[config.mk]
export PLATFORM = sky130hd
export DESIGN_NAME = memory_lsu
export DESIGN_NICKNAME = d
export VERILOG_FILES = /design/src/rtl/memory_lsu_pkg.sv /design/src/rtl/memory_lsu_lane_align.sv /design/src/rtl/memory_lsu.sv
export SDC_FILE = /design/constraint.sdc
export NUM_CORES = 1
export LEC_CHECK = 0
export CORE_UTILIZATION = 49
export CTS_CLUSTER_SIZE = 14
export DETAILED_ROUTE_END_ITERATION = 8
export GPL_TIMING_DRIVEN = 0
export PLACE_DENSITY = 0.87
export SYNTH_ARGS = -nofsm -noshare
export SYNTH_HDL_FRONTEND = slang
export SYNTH_HIERARCHICAL = 1
export SYNTH_SLANG_ARGS = --single-unit
[constraint.sdc]
create_clock -name clk_i -period 10.4 [get_ports clk_i]
set_input_delay 1.56 -clock clk_i [delete_from_list [all_inputs] [get_ports clk_i]]
set_output_delay 1.56 -clock clk_i [all_outputs]
set_load 0.03 [all_outputs]
[src/rtl/memory_lsu_pkg.sv]
// Shared encodings for memory_lsu: op one-hot layouts, FSM states and access sizes.
// Imported by memory_lsu and memory_lsu_lane_align.
package memory_lsu_pkg;

    localparam int LOAD_WIDTH  = 7;
    localparam int STORE_WIDTH = 4;
    localparam int LSU_STATE_W = 2;

    // Bit positions inside the one-hot op vectors
    localparam int LD_LB  = 0;
    localparam int LD_LH  = 1;
    localparam int LD_LW  = 2;
    localparam int LD_LD  = 3;
    localparam int LD_LBU = 4;
    localparam int LD_LHU = 5;
    localparam int LD_LWU = 6;

    localparam int SO_SB = 0;
    localparam int SO_SH = 1;
    localparam int SO_SW = 2;
    localparam int SO_SD = 3;

    typedef enum logic [LSU_STATE_W-1:0] {
        ST_IDLE = 2'd0,
        ST_REQ  = 2'd1,
        ST_WAIT = 2'd2,
        ST_DONE = 2'd3
    } lsu_state_e;

    typedef enum logic [1:0] {
        SZ_B = 2'd0,
        SZ_H = 2'd1,
        SZ_W = 2'd2,
        SZ_D = 2'd3
    } lsu_size_e;

    function automatic int lane_w(input int xlen);
        return $clog2(xlen / 8);
    endfunction

endpackage

[src/rtl/memory_lsu_lane_align.sv]
// Combinational byte-lane steering: store strobes/data, load extraction with
// sign/zero extension, and the natural-alignment check.
module memory_lsu_lane_align
    import memory_lsu_pkg::*;
#(
    parameter int XLEN   = 64,
    parameter int LANE_W = 3
) (
    input  lsu_size_e          i_size,
    input  logic               i_signed,
    input  logic [LANE_W-1:0]  i_lane,
    input  logic [XLEN-1:0]    i_wdata,
    input  logic [XLEN-1:0]    i_rdata,
    output logic [XLEN/8-1:0]  o_wstrb,
    output logic [XLEN-1:0]    o_wdata,
    output logic [XLEN-1:0]    o_rdata,
    output logic               o_misaligned
);

    localparam int STRB_W = XLEN / 8;

    logic [2:0]        w_bytes_m1;
    logic [7:0]        w_strb_base;
    logic [LANE_W+2:0] w_bit_off;
    logic [6:0]        w_fill;
    logic [XLEN-1:0]   w_rshift;
    logic [XLEN-1:0]   w_rleft;

    // Access size to byte count and base strobe
    always_comb begin
        w_bytes_m1  = 3'd0;
        w_strb_base = 8'h01;
        case (i_size)
            SZ_B:    begin w_bytes_m1 = 3'd0; w_strb_base = 8'h01; end
            SZ_H:    begin w_bytes_m1 = 3'd1; w_strb_base = 8'h03; end
            SZ_W:    begin w_bytes_m1 = 3'd3; w_strb_base = 8'h0F; end
            SZ_D:    begin w_bytes_m1 = 3'd7; w_strb_base = 8'hFF; end
            default: begin w_bytes_m1 = 3'd0; w_strb_base = 8'h01; end
        endcase
    end

    assign w_bit_off    = {i_lane, 3'b000};
    assign o_misaligned = |(i_lane & w_bytes_m1[LANE_W-1:0]);
    assign o_wstrb      = STRB_W'(w_strb_base) << i_lane;
    assign o_wdata      = i_wdata << w_bit_off;

    // Push the wanted field to the top, then shift back to extend it
    assign w_rshift = i_rdata >> w_bit_off;
    assign w_fill   = 7'(XLEN) - {1'b0, w_bytes_m1, 3'b111} - 7'd1;
    assign w_rleft  = w_rshift << w_fill;

    // Sign or zero extension of the extracted field
    always_comb begin
        o_rdata = '0;
        if (i_signed) begin
            o_rdata = $signed(w_rleft) >>> w_fill;
        end else begin
            o_rdata = w_rleft >> w_fill;
        end
    end

endmodule

[src/rtl/memory_lsu.sv]
// Multi-cycle load/store unit on a req/gnt/rvalid bus; stalls execute until done.
// Optional build macro LSU_TIMEOUT_EN adds a TIMEOUT_CYCLES wait limit.
module memory_lsu
    import memory_lsu_pkg::*;
#(
    parameter int XLEN           = 64,
    parameter int ADDR_W         = 32,
    parameter int TIMEOUT_CYCLES = 256
) (
    input  logic                   clk_i,
    input  logic                   rst_i,
    input  logic [LOAD_WIDTH-1:0]  ED_load_op_i,
    input  logic [STORE_WIDTH-1:0] ED_store_op_i,
    input  logic [XLEN-1:0]        ED_valE_i,
    input  logic [XLEN-1:0]        ED_rs2_data_i,
    input  logic                   execute_vaild_i,
    output logic [XLEN-1:0]        M_valM_o,
    output logic                   M_valid_o,
    output logic                   M_stall_o,
    output logic                   M_misalign_o,
    output logic                   M_err_o,
    output logic                   mem_req_o,
    output logic                   mem_we_o,
    output logic [ADDR_W-1:0]      mem_addr_o,
    output logic [XLEN-1:0]        mem_wdata_o,
    output logic [XLEN/8-1:0]      mem_wstrb_o,
    input  logic                   mem_gnt_i,
    input  logic                   mem_rvalid_i,
    input  logic [XLEN-1:0]        mem_rdata_i,
    input  logic                   mem_err_i
);

    localparam int LANE_W = lane_w(XLEN);
    localparam int STRB_W = XLEN / 8;

    lsu_state_e        r_state;
    lsu_state_e        w_next;
    logic              r_load;
    lsu_size_e         r_size;
    logic              r_signed;
    logic [LANE_W-1:0] r_lane;
    logic              r_req;
    logic              r_we;
    logic [ADDR_W-1:0] r_addr;
    logic [XLEN-1:0]   r_wdata;
    logic [STRB_W-1:0] r_wstrb;
    logic              r_valid;
    logic              r_err;
    logic              r_misalign;
    logic [XLEN-1:0]   r_valm;

    lsu_size_e         w_in_size;
    logic              w_in_load;
    logic              w_in_signed;
    logic              w_illegal;
    logic              w_accept;
    logic [LANE_W-1:0] w_in_lane;

    lsu_size_e         w_al_size;
    logic              w_al_signed;
    logic [LANE_W-1:0] w_al_lane;
    logic [STRB_W-1:0] w_al_wstrb;
    logic [XLEN-1:0]   w_al_wdata;
    logic [XLEN-1:0]   w_al_rdata;
    logic              w_misaligned;

    logic              w_timeout;
    logic              w_done_err;
    logic              w_done_mis;
    logic [XLEN-1:0]   w_done_valm;
    logic              w_unused_vale;

    // Size decode of the incoming one-hot op
    always_comb begin
        w_in_size = SZ_D;
        if (ED_load_op_i[LD_LB] || ED_load_op_i[LD_LBU] || ED_store_op_i[SO_SB]) begin
            w_in_size = SZ_B;
        end else if (ED_load_op_i[LD_LH] || ED_load_op_i[LD_LHU] || ED_store_op_i[SO_SH]) begin
            w_in_size = SZ_H;
        end else if (ED_load_op_i[LD_LW] || ED_load_op_i[LD_LWU] || ED_store_op_i[SO_SW]) begin
            w_in_size = SZ_W;
        end else begin
            w_in_size = SZ_D;
        end
    end

    assign w_in_load   = |ED_load_op_i;
    assign w_in_signed = ED_load_op_i[LD_LB] | ED_load_op_i[LD_LH] | ED_load_op_i[LD_LW];
    assign w_illegal   = (XLEN == 32) &&
                         (ED_load_op_i[LD_LD] || ED_load_op_i[LD_LWU] || ED_store_op_i[SO_SD]);
    assign w_accept    = (r_state == ST_IDLE) && execute_vaild_i &&
                         ((|ED_load_op_i) || (|ED_store_op_i));
    assign w_in_lane   = ED_valE_i[LANE_W-1:0];
    assign w_unused_vale = ^ED_valE_i;

    // Idle steers the incoming op through the aligner; afterwards the latched one
    assign w_al_size   = (r_state == ST_IDLE) ? w_in_size   : r_size;
    assign w_al_signed = (r_state == ST_IDLE) ? w_in_signed : r_signed;
    assign w_al_lane   = (r_state == ST_IDLE) ? w_in_lane   : r_lane;

    memory_lsu_lane_align #(
        .XLEN   (XLEN),
        .LANE_W (LANE_W)
    ) u_align (
        .i_size       (w_al_size),
        .i_signed     (w_al_signed),
        .i_lane       (w_al_lane),
        .i_wdata      (ED_rs2_data_i),
        .i_rdata      (mem_rdata_i),
        .o_wstrb      (w_al_wstrb),
        .o_wdata      (w_al_wdata),
        .o_rdata      (w_al_rdata),
        .o_misaligned (w_misaligned)
    );

`ifdef LSU_TIMEOUT_EN
    localparam int TO_W = $clog2(TIMEOUT_CYCLES + 1);
    logic [TO_W-1:0] r_tcnt;

    // Wait-limit counter, restarted on every entry to REQ
    always_ff @(posedge clk_i or posedge rst_i) begin
        if (rst_i) begin
            r_tcnt <= '0;
        end else if ((w_next == ST_REQ) && (r_state != ST_REQ)) begin
            r_tcnt <= '0;
        end else if ((r_state == ST_REQ) || (r_state == ST_WAIT)) begin
            r_tcnt <= r_tcnt + TO_W'(1);
        end
    end

    assign w_timeout = ((r_state == ST_REQ) || (r_state == ST_WAIT)) &&
                       (r_tcnt == TO_W'(TIMEOUT_CYCLES - 1));
`else
    logic w_unused_timeout;
    assign w_unused_timeout = (TIMEOUT_CYCLES > 0);
    assign w_timeout        = 1'b0;
`endif

    // Next-state and completion status
    always_comb begin
        w_next      = r_state;
        w_done_err  = 1'b0;
        w_done_mis  = 1'b0;
        w_done_valm = '0;
        case (r_state)
            ST_IDLE: begin
                if (w_accept && w_illegal) begin
                    w_next     = ST_DONE;
                    w_done_err = 1'b1;
                end else if (w_accept && w_misaligned) begin
                    w_next     = ST_DONE;
                    w_done_err = 1'b1;
                    w_done_mis = 1'b1;
                end else if (w_accept) begin
                    w_next = ST_REQ;
                end else begin
                    w_next = ST_IDLE;
                end
            end
            ST_REQ: begin
                if (w_timeout) begin
                    w_next     = ST_DONE;
                    w_done_err = 1'b1;
                end else if (mem_gnt_i) begin
                    w_next = ST_WAIT;
                end else begin
                    w_next = ST_REQ;
                end
            end
            ST_WAIT: begin
                if (w_timeout) begin
                    w_next     = ST_DONE;
                    w_done_err = 1'b1;
                end else if (mem_rvalid_i) begin
                    w_next     = ST_DONE;
                    w_done_err = mem_err_i;
                    if (r_load && !mem_err_i) begin
                        w_done_valm = w_al_rdata;
                    end else begin
                        w_done_valm = '0;
                    end
                end else begin
                    w_next = ST_WAIT;
                end
            end
            ST_DONE: begin
                w_next = ST_IDLE;
            end
            default: begin
                w_next = ST_IDLE;
            end
        endcase
    end

    // State, bus request and completion registers
    always_ff @(posedge clk_i or posedge rst_i) begin
        if (rst_i) begin
            r_state    <= ST_IDLE;
            r_req      <= 1'b0;
            r_valid    <= 1'b0;
            r_err      <= 1'b0;
            r_misalign <= 1'b0;
            r_valm     <= '0;
        end else begin
            r_state    <= w_next;
            r_req      <= (w_next == ST_REQ);
            r_valid    <= (w_next == ST_DONE);
            r_err      <= w_done_err;
            r_misalign <= w_done_mis;
            r_valm     <= w_done_valm;
        end
    end

    // Access fields captured on accept and held stable through REQ/WAIT
    always_ff @(posedge clk_i or posedge rst_i) begin
        if (rst_i) begin
            r_load   <= 1'b0;
            r_size   <= SZ_B;
            r_signed <= 1'b0;
            r_lane   <= '0;
            r_we     <= 1'b0;
            r_addr   <= '0;
            r_wdata  <= '0;
            r_wstrb  <= '0;
        end else if (w_accept) begin
            r_load   <= w_in_load;
            r_size   <= w_in_size;
            r_signed <= w_in_signed;
            r_lane   <= w_in_lane;
            r_we     <= ~w_in_load;
            r_addr   <= {ED_valE_i[ADDR_W-1:LANE_W], {LANE_W{1'b0}}};
            r_wdata  <= w_al_wdata;
            r_wstrb  <= w_in_load ? '0 : w_al_wstrb;
        end
    end

    assign M_valM_o     = r_valm;
    assign M_valid_o    = r_valid;
    assign M_misalign_o = r_misalign;
    assign M_err_o      = r_err;
    assign M_stall_o    = w_accept || (r_state == ST_REQ) || (r_state == ST_WAIT);
    assign mem_req_o    = r_req;
    assign mem_we_o     = r_we;
    assign mem_addr_o   = r_addr;
    assign mem_wdata_o  = r_wdata;
    assign mem_wstrb_o  = r_wstrb;

endmodule

==> out/metrics.cfg, run 1 <==
[status]
status = completed

[critical_path]
slowest_stage = clkdlybuf4s50_1
critPathCaptureType = primary output
path_delay_family = buffers and inverters
crit_type = in -> out
crit_chain = clkdlybuf4s50_1 -> nor4_2 -> nand3_1 -> a311o_1 -> clkdlybuf4s50_1
path_buf_inv = 2
worst_setup_path_start_kind = primary input
slowest_delay_ns = 0.60
crit_fanout = 6
cpMostUsedCell = clkdlybuf4s50_1
cp.required_ns = 8.84
crit_arrival_ns = 3.71

[global_route]
grt_first_pass_wirelength_microns = 60500
antenna_found_initial = 1
grt_overflow = 0
grt_max_degree = 92
grt_usage = 0.376
grt_pass1_vias = 10300

[timing]
setup_viol = 0
worst_pin_slew_ns = 0.921
relSlewSlack = 0.381
skew_ns = 0.0140
post-route-min-period_ns = 5.27
fmax_mhz = 190
slew_viol_final = 0
fin_tns_setup_ns = 0
period_share = 0.507
hold_viol = 0
rsz0062_at_grt = false

[worst_hold_path]
hold_path_class = reg -> reg

[die]
rows = 53
start_util = 0.498
floorplan.core_area_sq_um = 21000
fp.dieH_microns = 148
die_area_sq_um = 21900
ios = 383
die_w_microns = 148

[yosys]
ys_types = 61
synth_area_sq_um = 10400
seq_area_frac_synth = 0.429
async_flop_share = 1.00
synth_cells = 1049
synth_edf_count = 0
ys.flop_type = dfrtp_1
yosysWarnings = 6
ys_ff_latch = 179
syn_area_per_cell_sq_um = 9.95

[detailed_routing]
drtIter0Drc = 1038
first_pass_iters = 7
wire_per_inst_microns = 24.2
vias = 10100
drtAntennaViolNets = 0
finalWirelength_microns = 41300
viasPerCell = 5.92
drcViolationCount = 0

[layout]
fillers = 1600
final_layout_size_suffix_gt1_frac = 0.171
area_growth_pct = 42.6
seqCellArea_sq_um = 4480
n_antenna_cell = 0
multiInputGateArea_sq_um = 5490
final_common_cell = clkdlybuf4s50_1
fin_nets = 1627
layout_common_cells = clkdlybuf4s50_1 (347), dfrtp_1 (179), nand2_1 (146)

[job]
drv_cap = 0

[clock_tree]
postCtsSetupRepairBufs = 0
clk_latency_ns = 0.44
clock_path_buffers = 2
cts_max_level = 4
cts.sinks = 179
path_clk_slew_ns = 0.07
cts-hold-fix-buffers = 0
cts_resized = 0
cts_buffers = 17
root_buffer = clkbuf_16
cts_tree = built

[pwr]
pwr_density_cell_nw_per_um2 = 330
finalPower_w = 0.00492
vdd_drop_max_mv = 0.188
p_leak_nw = 6.55

[placed_design]
place_hpwl_microns = 31400
routabilityCongestion = 1.01
io_buffers = 347

Yosys cell counts, types with 22 or more instances:
library cell | number | share of area
a21oi_1 | 61 | 0.029
and2_1 | 81 | 0.049
buf_2 | 23 | 0.011
clkbuf_1 | 36 | 0.013
dfrtp_1 | 179 | 0.43
mux2_2 | 113 | 0.12
mux2_4 | 31 | 0.045
mux2i_1 | 72 | 0.069
nand2_1 | 146 | 0.052
nor2_1 | 76 | 0.027
o211ai_1 | 22 | 0.016
o21ai_0 | 35 | 0.017
registers in the layout, indices dropped and copies added, names as in the netlist:
register / count
M_err_o: 1
M_misalign_o: 1
M_valM_o: 64
M_valid_o: 1
mem_addr_o: 29
mem_req_o: 1
mem_wdata_o: 64
mem_we_o: 1
mem_wstrb_o: 8
r_lane: 3
r_load: 1
r_signed: 1
r_size: 2
r_state: 2
worst paths after layout:
| path | startpoint | cells after the start | endpoint | slack, ns |
|---|---|---|---|---|
| worst max-delay path | ED_store_op_i[1] | 5 | M_stall_o | 5.13 |
| min in group asynchronous | rst_i | 2 | mem_addr_o[16] | 1.61 |
| worst max register to register | r_state[1] | 10 | mem_wdata_o[62] | 6.78 |
| worst min-delay path | mem_wdata_o[6] | 1 | mem_wdata_o[6] | 0.50 |
| worst min register to register | mem_wdata_o[6] | 1 | mem_wdata_o[6] | 0.50 |
| max in group asynchronous | rst_i | 3 | mem_wdata_o[48] | 7.90 |
power breakdown:
| part | internal, W | switching [W] | leakage [nW] |
|---|---|---|---|
| sequential | 0.000902 | 0.000117 | 2.34 |
| combinational | 0.00128 | 0.00197 | 3.93 |
| clock | 0.000333 | 0.000318 | 0.287 |
per-stage QoR:
| step | cell area, sq um | hold WS, ns | utilization | instances | worst slack, ns |
|---|---|---|---|---|---|
| floorplan | 10400 | 0.464 | - | 1051 | 3.98 |
| global placement | 14300 | 0.482 | 0.681 | 1673 | 1.90 |
| detailed placement | 14300 | 0.490 | 0.682 | 1674 | 5.12 |
| CTS | 14900 | 0.507 | 0.710 | 1706 | 5.12 |
| global route | 14900 | 0.521 | 0.711 | 1706 | 4.99 |
| finish | 14900 | 0.505 | 0.711 | 1706 | 5.13 |
kinds of logic (layout without fill, tap and decap cells):
logic type	Yosys count	in the layout	share of synthesized area
flip-flops	179	179	0.429
buffers and inverters	99	479	0.0460
AND/OR/NAND/NOR	347	347	0.156
other	1	3	0.000359
multiplexers	217	217	0.238
AO/OA/AOI/OAI	206	206	0.131
layer usage:
layer | track usage | routed length [microns] | vias to the layer above
li1 | - | - | 4410
met1 | 0.434 | 14800 | 4739
met2 | 0.634 | 19800 | 786
met3 | 0.0895 | 4320 | 156
met4 | 0.224 | 2380 | 2
met5 | 0 | 13 | -
layout make-up:
type | instances | area share
inverter | 13 | 0.00378
clock inverter | 13 | 0.00891
sequential | 179 | 0.301
timing repair buffer | 348 | 0.235
buffer | 86 | 0.0290
clock buffer | 19 | 0.0304
multi-input combinational | 773 | 0.369
tap | 275 | 0.0231
worst register-to-register path, delay by kind of cell (launching register included):
kind / cells / cell delay (ns)
buf+inv: 5 / 1.78
mux: 2 / 0.52
flops: 1 / 0.45
compound gates: 1 / 0.30
simple gates: 2 / 0.47
No activity file was read; power rests on OpenSTA's default activity.
==> run 2, diff against run 1 <==
CORE_UTILIZATION = 41   (was 49)
PLACE_DENSITY = 0.78   (was 0.87)
clock period = 4.6 ns   (was 10.4 ns; I/O delays follow)
==> run 2 against run 1 <==
Against the previous run: final cell count increased by 3.5%; clock skew fell by 0.0065 ns; global-route usage is 6.0 points lower; cell area rose by 0.84%; first-iteration DRC count fell by 6.2%; clock power rose by 130%; largest cell class unchanged; largest power group unchanged.
==> out/metrics.cfg, run 2 (synthesis gave the netlist of run 1 again) <==
[job]
drv_cap = 0

[clock_tree]
cts.sinks = 179
cts_tree = built
clk_latency_ns = 0.43
cts_resized = 0
postCtsSetupRepairBufs = 0
cts-hold-fix-buffers = 0
clock_path_buffers = 2
path_clk_slew_ns = 0.07
cts_buffers = 17
cts_max_level = 4
root_buffer = clkbuf_16

[layout]
area_growth_pct = 43.8
fin_nets = 1630
final_common_cell = clkdlybuf4s50_1
fillers = 2158
layout_common_cells = clkdlybuf4s50_1 (347), dfrtp_1 (179), nand2_1 (146)
stdcell_count = 1765
final_layout_size_suffix_gt1_frac = 0.173
stdcell_area_sq_um = 15000

[timing]
worst_slack_ns = 0.722
slew_viol_final = 0
skew_ns = 0.00756
period_share = 0.843
hold_viol = 0
worst_pin_slew_ns = 0.943
fmax_mhz = 258
fin_tns_setup_ns = 0
rsz0062_at_grt = false
relSlewSlack = 0.371
setup_viol = 0
post-route-min-period_ns = 3.88

[placed_design]
routabilityCongestion = 0.982
io_buffers = 347
place_ws_ns = 0.353
place_hpwl_microns = 31300
dp_cells = 1732
detailed_place.area_sq_um = 14400

[detailed_routing]
first_pass_iters = 6
vias = 9991
drcViolationCount = 0
finalWirelength_microns = 41100
drtAntennaViolNets = 0
wire_per_inst_microns = 23.3
viasPerCell = 5.66
drtIter0Drc = 974

[critical_path]
critPathCaptureType = flip-flop
slowest_delay_ns = 0.62
slowest_stage = or4_1
cp.required_ns = 4.93
crit_arrival_ns = 4.20
crit_type = in -> reg
crit_fanout = 10
worst_setup_path_start_kind = primary input
crit_chain = clkdlybuf4s50_1 -> or4_1 -> nor3_1 -> mux2_2 -> buf_2 -> clkinv_1 -> nand2_1 -> nor3_4 -> a211oi_2 -> buf_2 -> nand2_1 -> and2_1

[status]
status = completed

[die]
ios = 383
die_w_microns = 162
floorplan.core_area_sq_um = 25100
start_util = 0.416
fp.dieH_microns = 162
die_area_sq_um = 26100
rows = 58

[global_route]
antenna_found_initial = 1
grt_max_degree = 47
grt_pass1_vias = 9982
grt_overflow = 0
grt_usage = 0.316
grt_first_pass_wirelength_microns = 60800

[pwr]
pwr_density_cell_nw_per_um2 = 744
p_leak_nw = 6.57
vdd_drop_max_mv = 0.385
finalPower_w = 0.0112

[worst_hold_path]
hold_path_class = reg -> reg

## run 2: cell count changes in the layout (fill, tap and decap cells not counted), sizes merged
cell | previous run | this run
buf | 50 | 53
clkbuf | 56 | 54
clkinvlp | 1 | 3
inv | 20 | 18
bufinv | 0 | 1
clkinv | 5 | 6
diode | 0 | 1
## run 2: worst paths after layout
check	depth (start not counted)	from	slack, ns	end
min in group asynchronous	2	rst_i	0.63	M_valM_o[54]
hold reg to reg	1	mem_wdata_o[2]	0.50	mem_wdata_o[2]
hold / removal	1	mem_wdata_o[2]	0.50	mem_wdata_o[2]
setup reg to reg	13	r_state[1]	1.00	mem_wdata_o[51]
setup / recovery	12	ED_load_op_i[1]	0.72	M_valM_o[39]
max in group asynchronous	4	rst_i	3.11	mem_wdata_o[50]
## run 2: through the flow
stage,utilization,hold WS [ns]
5_1_grt,0.598,0.526
3_5_place_dp,0.574,0.490
2_1_floorplan,-,0.464
6_report,0.598,0.504
3_3_place_gp,0.571,0.479
4_1_cts,0.598,0.508
## run 2: area by class of cell
class | instances | area (sq um) | area share
multi-input cells | 773 | 5490 | 0.366
well taps | 330 | 413 | 0.0275
clock inverters | 15 | 165 | 0.0110
clock buffers | 17 | 425 | 0.0283
inverters | 13 | 52.6 | 0.00350
flip-flops and latches | 179 | 4480 | 0.298
repair buffers | 351 | 3550 | 0.237
diodes | 1 | 2.50 | 0.000167
plain buffers | 86 | 432 | 0.0287
## run 2: power by group
group          total (W)  internal (W)  switching (W)
combinational    0.00739       0.00289        0.00450
clock            0.00148      0.000772       0.000703
sequential       0.00230       0.00204       0.000263
total             0.0112       0.00571        0.00546
## run 2: metal layers
metal,GRT usage,wire length (microns),share of wire
met5,0,0,0
met2,0.513,19300,0.47
met1,0.407,16300,0.40
met3,0.0593,3740,0.091
met4,0.147,1790,0.043
## run 2: critical path, delay by kind of cell
kind                   cells  cell delay, ns
AOI/OAI and AO/OA          1            0.35
buffers and inverters      4            1.26
muxes                      1            0.20
and+or+nand+nor            6            1.71
==> run 3, diff against run 2 <==
clock period = 3.2 ns   (was 4.6 ns; I/O delays follow)
==> run 3 against run 2 <==
Against the previous run: first-iteration DRC count decreased by 16%; clock skew hardly changed; wire length about the same; non-clock buffer count stayed put; flip-flop and latch count unchanged; die area is the same; final cell count is the same; register-to-register slack got worse by 0.94 ns; critical endpoint is now mem_wdata_o[48]; largest cell class unchanged; largest power group unchanged.
==> out/metrics.cfg, run 3 (synthesis gave the netlist of run 1 again) <==
[pwr]
comb_power_share = 0.668
vdd_drop_max_mv = 0.555
internal-power_w = 0.00845
p_sw_frac = 0.485
power_frac_seq = 0.202
p_leak_nw = 6.66
finalPower_w = 0.0164
pwr_density_cell_nw_per_um2 = 1080
p_sw_w = 0.00797
pwr-share-clk = 0.130

[critical_path]
crit_fanout = 10
regToRegStartpoint = r_state[1]
crit-reg2reg-capture = mem_wdata_o[48]
crit_arrival_ns = 3.48
critPathCaptureType = flip-flop
cp.required_ns = 3.53
r2r_cells = 10
reg2reg_slack_ns = 0.06
crit_type = reg -> reg
worst_setup_path_start_kind = flip-flop

[layout]
area_growth_pct = 46.1
multiInputGateArea_sq_um = 5620
layout_common_cells = clkdlybuf4s50_1 (347), dfrtp_1 (178), nand2_1 (145)
final_layout_size_suffix_gt1_frac = 0.202
seqCellArea_sq_um = 4480
fillers = 2122
fin_nets = 1630
stdcell_count = 1765
final_common_cell = clkdlybuf4s50_1

[detailed_routing]
viasPerCell = 5.65
drcViolationCount = 0
finalWirelength_microns = 41100
wire_per_inst_microns = 23.3
drtIter0Drc = 819
vias = 9967
drtAntennaViolNets = 0
first_pass_iters = 6

[global_route]
grt_usage = 0.316
grt_first_pass_wirelength_microns = 60800
grt_pass1_vias = 10000
grt_max_degree = 47
antenna_found_initial = 1
grt_overflow = 0

[placed_design]
place_hpwl_microns = 31300
routabilityCongestion = 0.982
io_buffers = 347
dp_cells = 1732
place_ws_ns = -0.837

[timing]
skew_ns = 0.00726
setup_viol = 0
hold_viol = 0
worst_slack_ns = 0.0554
fmax_mhz = 318
period_share = 0.983
worst_pin_slew_ns = 0.875
post-route-min-period_ns = 3.14
slew_viol_final = 0
relSlewSlack = 0.414

[die]
start_util = 0.416
die_area_sq_um = 26100
ios = 383
die_w_microns = 162
fp.dieH_microns = 162
rows = 58
floorplan.core_area_sq_um = 25100

[worst_hold_path]
hold_path_class = in -> async

[status]
status = completed

[job]
drv_cap = 0

[clock_tree]
root_buffer = clkbuf_16
clk_latency_ns = 0.44
cts_max_level = 4
clock_path_buffers = 2
cts_buffers = 17
cts_tree = built
path_clk_slew_ns = 0.08
cts.sinks = 179

run 3: cell count changes in the layout (fill, tap and decap cells not counted), sizes merged:
cell / before / now
buf: 53 / 47
clkbuf: 54 / 60
run 3: routing by layer:
layer | wire length (microns) | share of wire | vias up | track usage
met1 | 16300 | 0.40 | 4760 | 0.407
met5 | 0 | 0 | - | 0
met3 | 3750 | 0.091 | 130 | 0.0611
met2 | 19200 | 0.47 | 650 | 0.513
li1 | - | - | 4427 | -
met4 | 1810 | 0.044 | 0 | 0.148
run 3: worst max path at each step:
stage,slack [ns],cells past startpoint,to,from
after floorplan,0.26,11,M_valM_o[24],ED_load_op_i[1]
after global routing,-0.04,11,M_valM_o[59],ED_load_op_i[1]
after detailed placement,-0.84,12,M_valM_o[16],ED_load_op_i[1]
after CTS,0.0009,11,mem_wdata_o[37],r_state[1]
after global placement,-0.99,2,mem_wdata_o[39],rst_i
final,0.06,10,mem_wdata_o[48],r_state[1]
run 3: cell type report:
cell class | instances | area share
Buffer | 85 | 0.0346
Clock inverter | 15 | 0.0108
Antenna cell | 1 | 0.000164
Multi-Input combinational cell | 773 | 0.369
Inverter | 13 | 0.00353
Timing Repair Buffer | 352 | 0.233
Tap cell | 330 | 0.0271
Sequential cell | 179 | 0.294
Clock buffer | 17 | 0.0279
run 3: power by group through the flow:
stage          Sequential [W]  Clock, W  Combinational, W
3_3_place_gp          0.00332         0            0.0103
4_1_cts               0.00331   0.00216            0.0104
6_report              0.00331   0.00213            0.0110
3_5_place_dp          0.00334         0            0.0103
5_1_grt               0.00339   0.00225            0.0114
2_1_floorplan         0.00450         0           0.00540
run 3: critical path, cell delays in order (launching register included):
cell and delay, ns:
dfrtp_2 0.44, or2_2 0.29, clkbuf_1 0.16, mux2_2 0.27, buf_6 0.14, buf_4 0.21
clkbuf_2 0.40, mux2_2 0.40, o211ai_1 0.28, o21ai_0 0.14, mux2_4 0.29
run 3: repair_timing:
action	in CTS	in global routing
setup buffers	0	1
gates cloned	0	0
pin swaps	0	3
endpoints found under the hold margin	0	0
setup endpoints to repair	99	108
hold buffers	0	0
resized for setup	22	61
run 3: stage by stage:
stage / area (sq um) / hold WS, ns / setup TNS, ns / util
detailed placement: 14400 / 0.490 / -44.10 / 0.574
CTS: 15100 / 0.414 / 0 / 0.600
floorplan: 10500 / 0.464 / 0 / -
finish: 15300 / 0.413 / 0 / 0.607
global placement: 14300 / 0.479 / -217.57 / 0.571
global route: 15200 / 0.436 / -0.390 / 0.607
